===== config.mk =====
export PLATFORM = sky130hd
export DESIGN_NAME = map_write_arbiter
export DESIGN_NICKNAME = d
export VERILOG_FILES = /design/src/rtl/map_write_arbiter.sv
export SDC_FILE = /design/constraint.sdc
export NUM_CORES = 1
export LEC_CHECK = 0
export CAP_MARGIN = 40
export CORE_AREA = 4 4 365 367
export CTS_BUF_LIST = sky130_fd_sc_hd__clkbuf_4
export DETAILED_ROUTE_END_ITERATION = 6
export DIE_AREA = 0 0 369 371
export PLACE_DENSITY_LB_ADDON = 0.2
export RECOVER_POWER = 25
export SYNTH_ARGS = -nofsm -noshare
export SYNTH_HDL_FRONTEND = slang
export SYNTH_SLANG_ARGS = --single-unit

===== constraint.sdc =====
create_clock -name clk -period 5.3 [get_ports clk]
set_input_delay 1.06 -clock clk [delete_from_list [all_inputs] [get_ports clk]]
set_output_delay 1.06 -clock clk [all_outputs]
set_load 0.005 [all_outputs]

===== src/rtl/map_write_arbiter.sv =====
// Single owner of the 300-tile screen map. Arbitrates three tile writers by
// round-robin during blanking and runs a whole-map clear on request.
module map_write_arbiter (
  input  logic         clk,
  input  logic         rst_n,
  input  logic         blank,
  input  logic [2:0]   req,
  input  logic [26:0]  req_addr,
  input  logic [8:0]   req_data,
  output logic [2:0]   gnt,
  input  logic         clr_req,
  output logic         clr_busy,
  output logic         clr_done,
  output logic         err_oob,
  output logic [899:0] map
);

  localparam logic [8:0] NumTiles = 9'd300;
  localparam logic [8:0] LastTile = 9'd299;

  typedef enum logic [0:0] {StIdle, StClear} state_e;

  state_e       r_state, w_state_d;
  logic [1:0]   r_rr, w_rr_d;
  logic [8:0]   r_clr_ptr, w_clr_ptr_d;
  logic [2:0]   r_gnt, w_gnt_d;
  logic         r_err_oob, w_err_oob_d;
  logic         r_clr_done, w_clr_done_d;
  logic [899:0] r_map;

  logic [2:0]   w_elig;
  logic         w_found;
  logic [1:0]   w_sel;
  logic [8:0]   w_sel_addr;
  logic [2:0]   w_sel_data;
  logic         w_wr_en;
  logic [8:0]   w_wr_idx;
  logic [2:0]   w_wr_data;

  // A requester whose grant is high this cycle still shows req; mask it to avoid a double write.
  assign w_elig  = req & ~r_gnt;
  assign w_found = |w_elig;

  // Round-robin pick: first eligible requester at or after the priority pointer.
  always_comb begin
    w_sel = 2'd0;
    case (r_rr)
      2'd1: begin
        if (w_elig[1])      w_sel = 2'd1;
        else if (w_elig[2]) w_sel = 2'd2;
        else                w_sel = 2'd0;
      end
      2'd2: begin
        if (w_elig[2])      w_sel = 2'd2;
        else if (w_elig[0]) w_sel = 2'd0;
        else                w_sel = 2'd1;
      end
      default: begin
        if (w_elig[0])      w_sel = 2'd0;
        else if (w_elig[1]) w_sel = 2'd1;
        else                w_sel = 2'd2;
      end
    endcase
  end

  // Route the selected requester's tile index and code.
  always_comb begin
    w_sel_addr = req_addr[8:0];
    w_sel_data = req_data[2:0];
    case (w_sel)
      2'd1: begin
        w_sel_addr = req_addr[17:9];
        w_sel_data = req_data[5:3];
      end
      2'd2: begin
        w_sel_addr = req_addr[26:18];
        w_sel_data = req_data[8:6];
      end
      default: begin
        w_sel_addr = req_addr[8:0];
        w_sel_data = req_data[2:0];
      end
    endcase
  end

  // Next-state, grant and single map-write port decode.
  always_comb begin
    w_state_d    = r_state;
    w_rr_d       = r_rr;
    w_clr_ptr_d  = r_clr_ptr;
    w_gnt_d      = 3'b000;
    w_err_oob_d  = 1'b0;
    w_clr_done_d = 1'b0;
    w_wr_en      = 1'b0;
    w_wr_idx     = r_clr_ptr;
    w_wr_data    = 3'd0;
    unique case (r_state)
      StIdle: begin
        if (clr_req) begin
          w_state_d   = StClear;
          w_clr_ptr_d = 9'd0;
        end else if (blank && w_found) begin
          w_gnt_d = 3'b001 << w_sel;
          w_rr_d  = (w_sel == 2'd2) ? 2'd0 : w_sel + 2'd1;
          if (w_sel_addr < NumTiles) begin
            w_wr_en   = 1'b1;
            w_wr_idx  = w_sel_addr;
            w_wr_data = w_sel_data;
          end else begin
            w_err_oob_d = 1'b1;
          end
        end
      end
      StClear: begin
        if (blank) begin
          w_wr_en = 1'b1;
          if (r_clr_ptr == LastTile) begin
            w_state_d    = StIdle;
            w_clr_done_d = 1'b1;
            w_clr_ptr_d  = 9'd0;
          end else begin
            w_clr_ptr_d = r_clr_ptr + 9'd1;
          end
        end
      end
      default: w_state_d = StIdle;
    endcase
  end

  // Control state registers.
  always_ff @(posedge clk or negedge rst_n) begin
    if (!rst_n) begin
      r_state    <= StIdle;
      r_rr       <= 2'd0;
      r_clr_ptr  <= 9'd0;
      r_gnt      <= 3'b000;
      r_err_oob  <= 1'b0;
      r_clr_done <= 1'b0;
    end else begin
      r_state    <= w_state_d;
      r_rr       <= w_rr_d;
      r_clr_ptr  <= w_clr_ptr_d;
      r_gnt      <= w_gnt_d;
      r_err_oob  <= w_err_oob_d;
      r_clr_done <= w_clr_done_d;
    end
  end

  // Tile map storage: at most one tile written per cycle.
  always_ff @(posedge clk or negedge rst_n) begin
    if (!rst_n) begin
      r_map <= '0;
    end else if (w_wr_en) begin
      for (int i = 0; i < 300; i++) begin
        if (w_wr_idx == 9'(i)) r_map[3*i +: 3] <= w_wr_data;
      end
    end
  end

  assign gnt      = r_gnt;
  assign clr_busy = (r_state == StClear);
  assign clr_done = r_clr_done;
  assign err_oob  = r_err_oob;
  assign map      = r_map;

endmodule


# Word-level counts from Yosys, hierarchy flattened

Index checks and enable logic that the tools add are counted.

Flip-flop bits (word level): 917
Output and inout bits: 906
Bits of input ports: 43
Logic and storage cells: 966

Order comparisons: 1
Bitwise gates (word level): 4
Shift operators: 1
Reductions and logical operators: 305
Add/subtract/negate cells: 2
Equal/unequal tests: 306
Multiplexer cells: 41

Operators with widths:

| cell                  | number |
|---|---|
| $eq A9 B8 Y1 const B  | 128 |
| $reduce_and A2 Y1     | 301 |
| $eq A9 B7 Y1 const B  | 64 |
| $eq A9 B9 Y1 const B  | 45 |
| $eq A9 B6 Y1 const B  | 32 |
| $eq A9 B5 Y1 const B  | 16 |
| $eq A9 B4 Y1 const B  | 8 |
| $mux W9               | 7 |
| $eq A9 B3 Y1 const B  | 4 |
| $pmux W9 S2           | 2 |
| $mux W3               | 7 |
| $eq A9 B2 Y1 const B  | 2 |
| $mux W1               | 15 |
| $mux W2               | 6 |
| $add A9 B1 Y9 const B | 1 |
| $eq A9 B1 Y1 const B  | 1 |
| $logic_not A9 Y1      | 1 |
| $lt A9 B9 Y1 const B  | 1 |
| $pmux W3 S2           | 1 |
| $eq A2 B1 Y1 const B  | 2 |
| $eq A2 B2 Y1 const B  | 2 |
| $ne A2 B2 Y1 const B  | 2 |
| $pmux W1 S2           | 2 |
| $pmux W2 S2           | 1 |
| 8 further kinds       | 9 |

# Logic depth before layout (Yosys ltp)

Gate-level depths: netlist (run 1).

Word-level depth: 14
Gate-level depth with buffers: 19
Depth with buffers taken out: 14

# Worst setup path after synthesis (run 1)

No wires, ideal clock.

Path kind: input to register
From: input port req[0]
To: register r_map[729] (netlist: map[729])
Library setup time: 0.125 ns
Cell stages on the path: 16
Path slack: 0.737 ns
Required time: 5.175 ns
Arrival: 4.439 ns
Buffers on the path: 2
Path through: nor2b_1 nor2_1 a22oi_1 nor2_1 a21oi_1 inv_1 ha_1 buf_4 a22oi_4 a21oi_4 and2_1 a211oi_4 mux2_2 buf_4 nor4_2 mux2_2

Longest elaborated chain between the ends: 13
Elaborated cells between the ends (all ways): 26
Those cells by class: order compare: 1; eq/ne: 3; mux: 18; bitwise: 1; reduce/logical: 3

Ends and longest elaborated chain:

| what                                                | line | text |
|---|---|---|
| start, declared                                     | 7    | `input logic [2:0] req,` |
| $and A3 B3 Y3 (*)                                   | 41   | `assign w_elig = req & ~r_gnt;` |
| $mux W1                                             | 55   | `else if (w_elig[0]) w_sel = 2'd0;` |
| $mux W2                                             | 54   | `if (w_elig[2]) w_sel = 2'd2;` |
| $pmux W2 S2                                         | 47   | `case (r_rr)` |
| $eq A2 B2 Y1 / $eq A2 B1 Y1 (equally long branches) | 70   | `case (w_sel)` |
| $pmux W9 S2                                         | 70   |  |
| $lt A9 B9 Y1                                        | 105  | `if (w_sel_addr < NumTiles) begin` |
| $mux W9                                             | 105  |  |
| $mux W9                                             | 102  | `end else if (blank && w_found) begin` |
| $mux W9                                             | 99   | `if (clr_req) begin` |
| $mux W9                                             | 97   | `unique case (r_state)` |
| $eq A9 B8 Y1                                        | 155  | `if (w_wr_idx == 9'(i)) r_map[3*i +: 3] <= w_wr_data;` |
| $reduce_and A2 Y1 (no source line)                  | -    |  |
| end signal, assigned by index                       | 155  |  |
| end, declared                                       | 29   | `logic [899:0] r_map;` |

Mark *: on every way between the ends. The rest lies on a longest branch, timed or not.
A chain may end at the register's enable or synchronous reset.

==> out/qor.tcl, run 1 <==
set qor(finalCritPeriodShare) 0.834
set qor(grtUsageTotal) 0.225
set qor(path_clk_slew_ns) 0.06
set qor(failed_checks) {capacitance limit, slew limit}
set qor(io-pin-count) 949
set qor(critical_path_endpoint_category) {async pin}
set qor(number_of_max_slew_violations_in_the_final_report) 68
set qor(power_per_cell_area_nw_per_um2) 291
set qor(synth_top_cells_by_area) {sky130_fd_sc_hd__dfrtp_1, sky130_fd_sc_hd__mux2_2, sky130_fd_sc_hd__nor4_4}
set qor(worst_hold_slack_ns) 0.481
set qor(outcome) {finished with violations}
set qor(final_cells) 5890
set qor(timing.clock.skew_ns) 0.0692
set qor(maxCapViolations) 2
set qor(total_number_of_placement_rows) 132
set qor(grt_start_max_net_pins) 136
set qor(vias) 28600
set qor(worst_slew_margin_rel) -1.22
set qor(crit_required_ns) 6.20
set qor(remaining_drc_errors) 0
set qor(worst_r2r_endpoint) {map[652]}
set qor(hold_violations) 0
set qor(place.gp.congestion) 0.812
set qor(tritoncts.num_buffers) 283
set qor(r2r_setup_slack_ns) 0.88
set qor(crit_buf_inv) 3
set qor(max_freq_mhz) 226
set qor(most_crowded_layer_after_global_routing) {met2}
set qor(met2_usage) 0.388
set qor(fin_util) 0.447
set qor(post-cts-setup-buffer-count) 0
set qor(criticalPathCategory) {primary input to async pin}
set qor(placed_cell_area_um2) 54600
set qor(dieWidth_um) 369
set qor(post_syn_area_um2) 40200
set qor(post_cts.resized_instances) 0
set qor(die_area_um2) 137000
set qor(synth_top_area_cell) {sky130_fd_sc_hd__dfrtp_1}
set qor(antenna_violating_nets_post_route) 0
set qor(clock_period_minus_worst_slack_ns) 4.42
set qor(number_of_antenna_violations_at_the_first_check_in_global_routing) 10
set qor(worst_setup_path_start_kind) {primary input}
set qor(unrepaired_setup_endpoints_after_global_routing) {no}
set qor(cts_tree) {yes}
set qor(met1_routing_resource_usage_after_global_routing) 0.259
set qor(cts_hold_buffers) 1
set qor(placedCellCount) 5439
set qor(clock_latency_ns) 1.17
set qor(dp_hpwl_mm) 116
set qor(area_growth_pct) 43.8
set qor(largest_buffer_count_on_any_clock_path) 4
set qor(synthesis.yosys.warnings) 0
set qor(number_of_instances_on_the_worst_hold_path) 1
set qor(timing.hold.worst_endpoint) {map[203]}
set qor(synth.top_cell.area_share) 0.570
set qor(ys_seq_area_frac) 0.570
set qor(final_area_um2) 57900
set qor(global_route_wire_length_before_repair_mm) 224
set qor(detail_route.wl_per_cell_um) 26.6
set qor(pre_cts_ws_ns) -0.227
set qor(totalWireLength_mm) 156
set qor(synth_async_sr_flop_share) 1.00
set qor(crit_arrival_ns) 5.33
set qor(timing.final.ws_setup_ns) 0.878
set qor(layout-drive-gt1-share) 0.422
set qor(initial_core_util) 0.311
set qor(layout.nets) 4034
set qor(yosys.cell_types.count) 67
set qor(static-leakage-power_nw) 26.4
set qor(grt.overflow.total) 0
set qor(launch_instance_of_the_worst_min_delay_path) {map[203]}
set qor(die_y_um) 371
set qor(path_max_fanout) 43
set qor(worst_pin_slew_ns) 3.33
set qor(dominantRegCellSynth) {sky130_fd_sc_hd__dfrtp_1}
set qor(drt_first_pass_iters) 5
set qor(ys_ff_latch) 917
set qor(syn_avg_cell_area_um2) 15.2
set qor(min-delay-path-class) {register to register}
set qor(number_of_enable_type_register_cells_in_the_synthesized_netlist) 0
set qor(critPathMaxStageDelay_ns) 2.33
set qor(cpMaxStageDelayCell) {sky130_fd_sc_hd__clkbuf_1}
set qor(vdd.ir_drop.worst_uv) 196
set qor(cp_cell_sequence) {dlygate4sd3_1, clkbuf_1, clkbuf_1}
set qor(grt_pass1_vias) 30400
set qor(syn_inst) 2638
set qor(reg2reg_depth) 17
set qor(placeableCoreArea_um2) 129000
set qor(cts_sinks) 917
set qor(path_delay_family) {buffers and inverters}
set qor(cts_root_cell) {sky130_fd_sc_hd__clkbuf_4}
set qor(io_buffer_count) 948
set qor(cp_common_cell) {sky130_fd_sc_hd__clkbuf_1}
set qor(reg2reg_from) {gnt[0]}
set qor(cts_htree_levels) 5
set qor(dr.first_iter.drc_count) 1348
set qor(grt_util_met3) 0.0757
set qor(postSynthNetCount) 2689
set qor(setup_viol) 0
set qor(vias_per_cell) 4.85
==> flip-flops by register name, summed over array words and instances (netlist names) <==
signal	cells
map	900
err_oob	1
clr_busy	1
r_clr_ptr	9
r_rr	2
clr_done	1
gnt	3
==> per-layer routing <==
layer	up-vias	share of wire
met2	957	0.51
met4	10	0.029
met5	-	0.00043
li1	12500	-
met1	14800	0.39
met3	235	0.072
==> cell families after synthesis <==
| logic type | after synthesis | share of synthesized area |
|---|---|---|
| flip-flops | 917 | 0.570 |
| buffers and inverters | 227 | 0.0303 |
| AND/OR/NAND/NOR | 443 | 0.110 |
| AO/OA/AOI/OAI | 137 | 0.0293 |
| XOR/XNOR | 5 | 0.00109 |
| multiplexers | 901 | 0.256 |
| adder cells (fa/ha/maj) | 8 | 0.00249 |
==> layout by cell type (no fill, tap or decap), drive strengths merged, types with 3 or more instances in the layout <==
cell type / instances
nor2b: 7
nand2b: 11
nand4: 90
and2: 9
o211ai: 5
mux2i: 18
a22oi: 15
mux2: 883
clkinv: 35
clkdlybuf4s50: 947
ha: 8
a31oi: 7
nand3: 33
xor2: 4
o211a: 3
a32oi: 3
bufinv: 3
inv: 10
nor4: 112
nor3: 72
a21oi: 17
nor2: 57
buf: 328
nand2: 41
o221ai: 4
clkbuf: 406
or3: 9
o32ai: 3
o21ai: 34
o2111ai: 4
dfrtp: 917
diode: 7
a21o: 7
o41ai: 24
==> worst max path at each step <==
stage | from | to | slack [ns] | cells after the start
floorplan | req[0] | map[729] | 0.74 | 16
global placement | req[0] | map[652] | -0.21 | 18
detailed placement | req[0] | map[653] | -0.23 | 18
CTS | gnt[0] | map[652] | 0.84 | 17
global route | rst_n | map[658] | 0.34 | 3
finish | rst_n | map[555] | 0.88 | 3
==> power by group <==
part / total (mW) / switching (mW) / internal, mW / leakage [nW]
Sequential: 7.11 / 0.0752 / 7.04 / 12.8
Clock: 6.64 / 3.07 / 3.57 / 1.97
Combinational: 3.08 / 2.12 / 0.961 / 11.7
Total: 16.8 / 5.26 / 11.6 / 26.4
==> through the flow <==
stage                     setup TNS (ns)  total power, mW
after floorplan                        0             8.82
after global placement            -19.25             10.4
after detailed placement          -27.59             10.4
after CTS                              0             17.2
after global routing                   0             17.7
final                                  0             16.8
==> Yosys cell counts (all sizes together), types with 11 or more instances <==
cell and number:
dfrtp 917, mux2 883, buf 121, nor4 112, clkbuf 100, nand4 90
nor3 72, nor2 57, nand2 41, o21ai 34, nand3 33, o41ai 24
mux2i 18, a21oi 17, a22oi 15, nand2b 11
==> cell type report <==
type                       instances  area [um2]
fill                           12000       71600
sequential                       917       22900
multi-input combinational       1494       16200
timing repair buffer            1281       13300
clock buffer                     401        3010
tap                             1742        2180
clock inverter                    42         243
inverter                           6        22.5
antenna                            7        17.5
Power figures use the tool's default switching activity.
==> inputs of run 2 (changes only) <==
==> constraint.sdc (replaced) <==
create_clock -name clk -period 4.5 [get_ports clk]
set_input_delay 0.9 -clock clk [delete_from_list [all_inputs] [get_ports clk]]
set_output_delay 0.9 -clock clk [all_outputs]
set_load 0.005 [all_outputs]
==> run 2 against run 1 <==
Effect of this change:
- the run still ends with capacitance limit, slew limit left
- core utilization increased by 0.46 points
- critical path depth increased by 15
- first-iteration DRC count increased by 5.9%
- largest power group unchanged
- die area unchanged
- final area increased by 1.0%
- combinational power increased by 18%
- power increased by 18%
==> out/qor.tcl, run 2 (synthesis gave the netlist of run 1 again) <==
set qor(outcome) {finished with violations} ;# unchanged
set qor(failed_checks) {capacitance limit, slew limit} ;# unchanged
set qor(grt_pass1_vias) 30900 ;# was 30400
set qor(power_frac_seq) 0.421 ;# was 0.422
set qor(io-pin-count) 949 ;# unchanged
set qor(cts_htree_levels) 5 ;# unchanged
set qor(switching_power_mw) 6.19 ;# was 5.26 mW
set qor(detail_route.wl_per_cell_um) 26.5 ;# was 26.6 um
set qor(critPathMaxStageDelay_ns) 0.47 ;# was 2.33 ns
set qor(layout.nets) 4104 ;# was 4034
set qor(vias) 28900 ;# was 28600
set qor(p_int_mw) 13.7 ;# was 11.6 mW
set qor(fin_util) 0.452 ;# was 0.447
set qor(finalCritPeriodShare) 0.939
set qor(clock_period_minus_worst_slack_ns) 4.23
set qor(seq_area_um2) 22900 ;# unchanged
set qor(io_buffer_count) 948 ;# unchanged
set qor(min-delay-path-class) {register to register} ;# unchanged
set qor(largest_register_ff_count) 900 ;# unchanged
set qor(cp_cell_sequence) {inv_1, ha_1, nor2_1, a21oi_1, buf_4, buf_4, ha_1, buf_12, a22oi_1, a21oi_2, a21o_1, a211oi_4, buf_4, buf_12, o211ai_4, buf_12, or3_1, mux2_1} ;# was dlygate4sd3_1, clkbuf_1, clkbuf_1
set qor(crit_arrival_ns) 5.26 ;# was 5.33 ns
set qor(tritoncts.num_buffers) 284 ;# was 283
set qor(initial_core_util) 0.311 ;# unchanged
set qor(footprint_of_the_multi_input_gates_um2) 16200 ;# about the same
set qor(antenna_violating_nets_post_route) 0 ;# unchanged
set qor(totalWireLength_mm) 158 ;# was 156 mm
set qor(area_growth_pct) 45.3 ;# was 43.8%
set qor(combinational_power_share) 0.182 ;# was 0.183
set qor(number_of_max_slew_violations_in_the_final_report) 90 ;# was 68
set qor(cts_tree) {yes} ;# unchanged
set qor(largest_buffer_count_on_any_clock_path) 4 ;# unchanged
set qor(grt_start_max_net_pins) 102 ;# was 136
set qor(vias_per_cell) 4.83 ;# was 4.85
set qor(worst_slew_margin_rel) -0.895 ;# was -1.22
set qor(num-fill-cells) 12000 ;# about the same
set qor(unrepaired_setup_endpoints_after_global_routing) {no} ;# unchanged
set qor(grt.overflow.total) 0 ;# unchanged
set qor(total_number_of_placement_rows) 132 ;# unchanged
set qor(crit_required_ns) 5.53 ;# was 6.20 ns
set qor(clock_power_share) 0.397 ;# was 0.395
set qor(worst_setup_path_start_kind) {register} ;# was primary input
set qor(critical_path_endpoint_category) {register} ;# was async pin
set qor(remaining_drc_errors) 0 ;# unchanged
set qor(path_clk_slew_ns) 0.06 ;# about the same
set qor(path_delay_family) {compound AO/OA/AOI/OAI gates} ;# was buffers and inverters
set qor(maxCapViolations) 1 ;# was 2
set qor(most-common-layout-cells) {sky130_fd_sc_hd__clkdlybuf4s50_1, sky130_fd_sc_hd__dfrtp_1, sky130_fd_sc_hd__mux2_2, sky130_fd_sc_hd__clkbuf_4, sky130_fd_sc_hd__buf_4} ;# unchanged
set qor(clock_latency_ns) 1.21 ;# was 1.17 ns
set qor(max_freq_mhz) 237
set qor(path_max_fanout) 17 ;# was 43
set qor(cts_sinks) 917 ;# unchanged
set qor(dp_hpwl_mm) 118 ;# was 116 mm
set qor(power_per_cell_area_nw_per_um2) 341 ;# was 291 nW/um2
set qor(timing.clock.skew_ns) 0.0949 ;# was 0.0692 ns
set qor(worst_hold_slack_ns) 0.483 ;# was 0.481 ns
set qor(crit_buf_inv) 7 ;# was 3
set qor(place.gp.congestion) 0.824 ;# was 0.812
set qor(layout_commonest_cell) {sky130_fd_sc_hd__clkdlybuf4s50_1} ;# unchanged
set qor(grtUsageTotal) 0.227 ;# was 0.225
set qor(setup_viol) 0 ;# unchanged
set qor(hold_violations) 0 ;# unchanged
set qor(dieWidth_um) 369 ;# unchanged
set qor(vdd.ir_drop.worst_uv) 264 ;# was 196 uV
set qor(die_y_um) 371 ;# unchanged
set qor(criticalPathCategory) {register to register} ;# was primary input to async pin
set qor(p_sw_frac) 0.311 ;# was 0.313
set qor(worst_pin_slew_ns) 2.84 ;# was 3.33 ns
set qor(number_of_antenna_violations_at_the_first_check_in_global_routing) 9 ;# was 10
set qor(cpMaxStageDelayCell) {sky130_fd_sc_hd__or3_1} ;# was sky130_fd_sc_hd__clkbuf_1
set qor(design_power_total_mw) 19.9 ;# was 16.8 mW
set qor(dr.first_iter.drc_count) 1427 ;# was 1348
set qor(static-leakage-power_nw) 26.8 ;# was 26.4 nW
set qor(die_area_um2) 137000 ;# unchanged
set qor(placeableCoreArea_um2) 129000 ;# unchanged
set qor(layout-drive-gt1-share) 0.432 ;# was 0.422
set qor(global_route_wire_length_before_repair_mm) 226 ;# was 224 mm
set qor(cts_root_cell) {sky130_fd_sc_hd__clkbuf_4} ;# unchanged
set qor(drt_first_pass_iters) 5 ;# unchanged
[run 2: cell types whose count changed in the layout (fill, tap and decap cells not counted), moves of 2 or more]
cell / before / now
sky130_fd_sc_hd__clkbuf_1: 3 / 6
sky130_fd_sc_hd__clkinv_2: 5 / 1
sky130_fd_sc_hd__diode_2: 7 / 16
sky130_fd_sc_hd__clkinv_1: 30 / 38
sky130_fd_sc_hd__clkbuf_4: 401 / 417
sky130_fd_sc_hd__buf_4: 225 / 286
sky130_fd_sc_hd__nor4_4: 90 / 92
sky130_fd_sc_hd__nor4_2: 22 / 20
sky130_fd_sc_hd__clkbuf_2: 2 / 7
[run 2: power by group through the flow]
stage          clock (mW)  sequential [mW]  combinational [mW]
4_1_cts              8.24             8.37                3.71
2_1_floorplan           0             8.45                1.94
3_3_place_gp            0             8.52                3.69
5_1_grt              8.72             8.37                3.85
3_5_place_dp            0             8.52                3.70
6_report             7.91             8.37                3.63
[run 2: worst register-to-register path: cells and delay by family, from the launching register on]
kind / cells / cell delay, ns
AOI/OAI and AO/OA: 6 / 1.14
adders and majority gates: 2 / 0.54
buffers and inverters: 7 / 1.10
DFF: 1 / 0.35
muxes: 1 / 0.35
and+or+nand+nor: 2 / 0.59
[run 2: metal layers]
metal / vias up / track usage / part of all wire
li1: 12700 / - / -
met1: 14900 / 0.266 / 0.39
met5: - / 0 / 0.00023
met2: 1001 / 0.384 / 0.50
met4: 6 / 0.107 / 0.044
met3: 299 / 0.0641 / 0.066
[run 2: path summary, 6_finish.rpt]
check | from | to | depth (start not counted) | slack [ns]
worst max-delay path | r_rr[0] | map[518] | 18 | 0.27
worst min-delay path | map[257] | map[257] | 1 | 0.48
worst max register to register | r_rr[0] | map[518] | 18 | 0.27
worst min register to register | map[257] | map[257] | 1 | 0.48
max in group asynchronous | rst_n | map[774] | 3 | 0.72
min in group asynchronous | rst_n | map[610] | 2 | 1.13
[run 2: timing repair]
| action | in CTS | in global routing |
|---|---|---|
| setup endpoints to repair | 0 | 3 |
| hold endpoints to repair | 72 | 0 |
| buffers inserted | 0 | 0 |
| resized for setup | 0 | 3 |
| hold buffers | 1 | 0 |
[run 2: area by class of cell]
class	instances	area share
tap	1742	0.0373
sequential	917	0.392
timing repair buffer	1350	0.235
inverter	6	0.000385
multi-input combinational	1494	0.277
clock buffer	415	0.0533
antenna	16	0.000685
clock inverter	45	0.00381
[run 2: stage by stage]
step / instances / setup TNS, ns / setup WS [ns] / cell area [um2]
3_5_place_dp: 5508 / -509.69 / -0.825 / 55200
2_1_floorplan: 2638 / 0 / 0.0967 / 40200
6_report: 5985 / 0 / 0.274 / 58500
5_1_grt: 5980 / 0 / 0.0619 / 58500
3_3_place_gp: 5507 / -484.52 / -0.789 / 55200
4_1_cts: 5969 / 0 / 0.0964 / 58500
==> inputs of run 3 (changes only) <==
--- a/config.mk
+++ b/config.mk
@@ -5,7 +5,7 @@
 export SDC_FILE = /design/constraint.sdc
 export NUM_CORES = 1
 export LEC_CHECK = 0
-export CAP_MARGIN = 40
+export CAP_MARGIN = 30
 export CORE_AREA = 4 4 365 367
 export CTS_BUF_LIST = sky130_fd_sc_hd__clkbuf_4
 export DETAILED_ROUTE_END_ITERATION = 6
==> run 3 against run 2 <==
Effect of this change:
- the flow still finishes with violations (capacitance limit, slew limit)
- routed wire length is 0.10% higher
- critical path depth stayed put
- non-clock buffer count is 1 lower
- setup slack worse by 0.035 ns
- final cell count is 0.15% lower
- hold slack hardly changed
- first-iteration DRC count is 6.0% lower
- power hardly changed
- clock power hardly changed
==> out/qor.tcl, run 3 (synthesis gave the netlist of run 1 again) <==
set qor(cts_sinks) 917 ;# unchanged
set qor(static-leakage-power_nw) 26.7 ;# was 26.8 nW
set qor(cpMaxStageDelayCell) {sky130_fd_sc_hd__nor4_2} ;# was sky130_fd_sc_hd__or3_1
set qor(number_of_instances_on_the_worst_hold_path) 1 ;# unchanged
set qor(crit_arrival_ns) 5.33 ;# was 5.26 ns
set qor(criticalPathCategory) {register to register} ;# unchanged
set qor(layout-drive-gt1-share) 0.431 ;# was 0.432
set qor(launch_instance_of_the_worst_min_delay_path) {map[257]} ;# unchanged
set qor(cts_tree) {yes} ;# unchanged
set qor(initial_core_util) 0.311 ;# unchanged
set qor(dr.first_iter.drc_count) 1342 ;# was 1427
set qor(setup_viol) 0 ;# unchanged
set qor(io_buffer_count) 948 ;# unchanged
set qor(totalWireLength_mm) 159 ;# was 158 mm
set qor(hold_violations) 0 ;# unchanged
set qor(cts_root_cell) {sky130_fd_sc_hd__clkbuf_4} ;# unchanged
set qor(grtUsageTotal) 0.227 ;# about the same
set qor(critPathMaxStageDelay_ns) 0.57 ;# was 0.47 ns
set qor(area_growth_pct) 45.1 ;# was 45.3%
set qor(total_number_of_placement_rows) 132 ;# unchanged
set qor(place.gp.congestion) 0.824 ;# unchanged
set qor(layout.nets) 4102 ;# was 4104
set qor(crit_buf_inv) 7 ;# unchanged
set qor(global_route_wire_length_before_repair_mm) 226 ;# about the same
set qor(clock_latency_ns) 1.25 ;# was 1.21 ns
set qor(antenna_violating_nets_post_route) 0 ;# unchanged
set qor(maxCapViolations) 1 ;# unchanged
set qor(dp_hpwl_mm) 118 ;# about the same
set qor(reg2reg_depth) 18 ;# unchanged
set qor(largest_buffer_count_on_any_clock_path) 4 ;# unchanged
set qor(outcome) {finished with violations} ;# unchanged
set qor(vias_per_cell) 4.86 ;# was 4.83
set qor(dieWidth_um) 369 ;# unchanged
set qor(drt_first_pass_iters) 5 ;# unchanged
set qor(post-cts-setup-buffer-count) 0 ;# unchanged
set qor(path_delay_family) {buffers and inverters} ;# was compound AO/OA/AOI/OAI gates
set qor(timing.clock.skew_ns) 0.0908 ;# was 0.0949 ns
set qor(crit_required_ns) 5.57 ;# was 5.53 ns
set qor(die_y_um) 371 ;# unchanged
set qor(reg2reg_from) {r_rr[0]} ;# unchanged
set qor(timing.final.ws_setup_ns) 0.239 ;# was 0.274 ns
set qor(fin_setup_tns_ns) 0 ;# unchanged
set qor(vdd.ir_drop.worst_uv) 278 ;# was 264 uV
set qor(io-pin-count) 949 ;# unchanged
set qor(max_freq_mhz) 235 ;# was 237 MHz
set qor(layout_commonest_cell) {sky130_fd_sc_hd__clkdlybuf4s50_1} ;# unchanged
set qor(tritoncts.num_buffers) 283 ;# was 284
set qor(num-fill-cells) 12100 ;# was 12000
set qor(largest_register_ff_count) 900 ;# unchanged
set qor(worst_setup_path_start_kind) {register} ;# unchanged
set qor(min-delay-path-class) {register to register} ;# unchanged
set qor(number_of_max_slew_violations_in_the_final_report) 89 ;# was 90
set qor(unrepaired_setup_endpoints_after_global_routing) {no} ;# unchanged
set qor(pre_cts_ws_ns) -0.772 ;# was -0.825 ns
set qor(cp_common_cell) {sky130_fd_sc_hd__buf_4}
set qor(path_max_fanout) 9 ;# was 17
set qor(most-common-layout-cells) {sky130_fd_sc_hd__clkdlybuf4s50_1, sky130_fd_sc_hd__dfrtp_1, sky130_fd_sc_hd__mux2_2, sky130_fd_sc_hd__clkbuf_4, sky130_fd_sc_hd__buf_4} ;# unchanged
set qor(cp_cell_sequence) {inv_1, ha_1, nor2_1, a21oi_1, buf_4, buf_4, ha_1, buf_12, a22oi_1, a21oi_2, buf_4, a21oi_2, o211ai_4, buf_12, mux2i_4, buf_4, nor4_2, mux2_2} ;# was inv_1, ha_1, nor2_1, a21oi_1, buf_4, buf_4, ha_1, buf_12, a22oi_1, a21oi_2, a21o_1, a211oi_4, buf_4, buf_12, o211ai_4, buf_12, or3_1, mux2_1
set qor(fin_util) 0.451 ;# was 0.452
set qor(worst_hold_slack_ns) 0.482 ;# was 0.483 ns
set qor(finalCritPeriodShare) 0.947 ;# was 0.939
set qor(vias) 29000 ;# was 28900
set qor(worst_r2r_endpoint) {map[652]} ;# was map[518]
set qor(die_area_um2) 137000 ;# unchanged
set qor(path_clk_slew_ns) 0.06 ;# about the same
set qor(worst_pin_slew_ns) 2.91 ;# was 2.84 ns
set qor(timing.hold.worst_endpoint) {map[257]} ;# unchanged
set qor(grt_pass1_vias) 31000 ;# was 30900
set qor(grt.overflow.total) 0 ;# unchanged
set qor(clock_period_minus_worst_slack_ns) 4.26 ;# was 4.23 ns
set qor(cts_htree_levels) 5 ;# unchanged
set qor(critical_path_endpoint_category) {register} ;# unchanged
set qor(power_per_cell_area_nw_per_um2) 341 ;# about the same
set qor(number_of_antenna_violations_at_the_first_check_in_global_routing) 12 ;# was 9
set qor(placeableCoreArea_um2) 129000 ;# unchanged
set qor(failed_checks) {capacitance limit, slew limit} ;# unchanged
set qor(remaining_drc_errors) 0 ;# unchanged
set qor(r2r_setup_slack_ns) 0.24 ;# was 0.27 ns
set qor(worst_slew_margin_rel) -0.940 ;# was -0.895
set qor(grt_start_max_net_pins) 102 ;# unchanged
set qor(detail_route.wl_per_cell_um) 26.5 ;# about the same
[run 3: final cells by class]
class                   instances  area (um2)  share of cell area
flip-flops and latches        917       22900               0.393
multi-input cells            1494       16200               0.277
repair buffers               1349       13700               0.235
clock buffers                 404        3030              0.0519
well taps                    1742        2180              0.0373
clock inverters                43         246             0.00422
diodes                         21        52.6            0.000900
inverters                       6        22.5            0.000386
[run 3: repair_timing]
item                       in CTS  in global routing
resized for setup               0                  1
hold endpoints to repair       72                  0
setup endpoints to repair       0                  3
hold buffers                    1                  0
[run 3: worst max-delay path by stage]
stage          depth (start not counted)    start        to  slack, ns
2_1_floorplan                         16   req[0]  map[729]        0.1
3_3_place_gp                          18   req[0]  map[597]      -0.79
3_5_place_dp                          18   req[0]  map[599]      -0.77
4_1_cts                               17   gnt[0]  map[597]       0.21
5_1_grt                               20  r_rr[0]  map[599]       0.03
6_report                              18  r_rr[0]  map[652]       0.24
[run 3: where the power goes]
part / internal [mW] / switching [mW] / total (mW)
combinational: 1.15 / 2.48 / 3.63
clock: 4.24 / 3.66 / 7.90
sequential: 8.29 / 0.0845 / 8.37
total: 13.7 / 6.23 / 19.9
[run 3: routing by layer]
layer  vias to the layer above  track usage  wire, um
met5                         -            0        34
met4                         6        0.104      6750
met3                       314       0.0682     10500
met2                       990        0.384     79500
met1                     15000        0.264     61700
li1                      12700            -         -
[run 3: metrics by stage]
step	total power, mW	instances	area, um2
2_1_floorplan	10.4	2638	40200
3_3_place_gp	12.2	5507	55200
3_5_place_dp	12.2	5507	55200
4_1_cts	20.3	5955	58500
5_1_grt	20.9	5971	58400
6_report	19.9	5976	58400
[run 3: worst register-to-register path: cells and delay by family, from the launching register on]
kind | cells | cell delay [ns]
mux | 2 | 0.64
flops | 1 | 0.35
simple gates | 2 | 0.69
buf+inv | 7 | 1.05
compound gates | 5 | 0.82
fa+ha+maj | 2 | 0.53
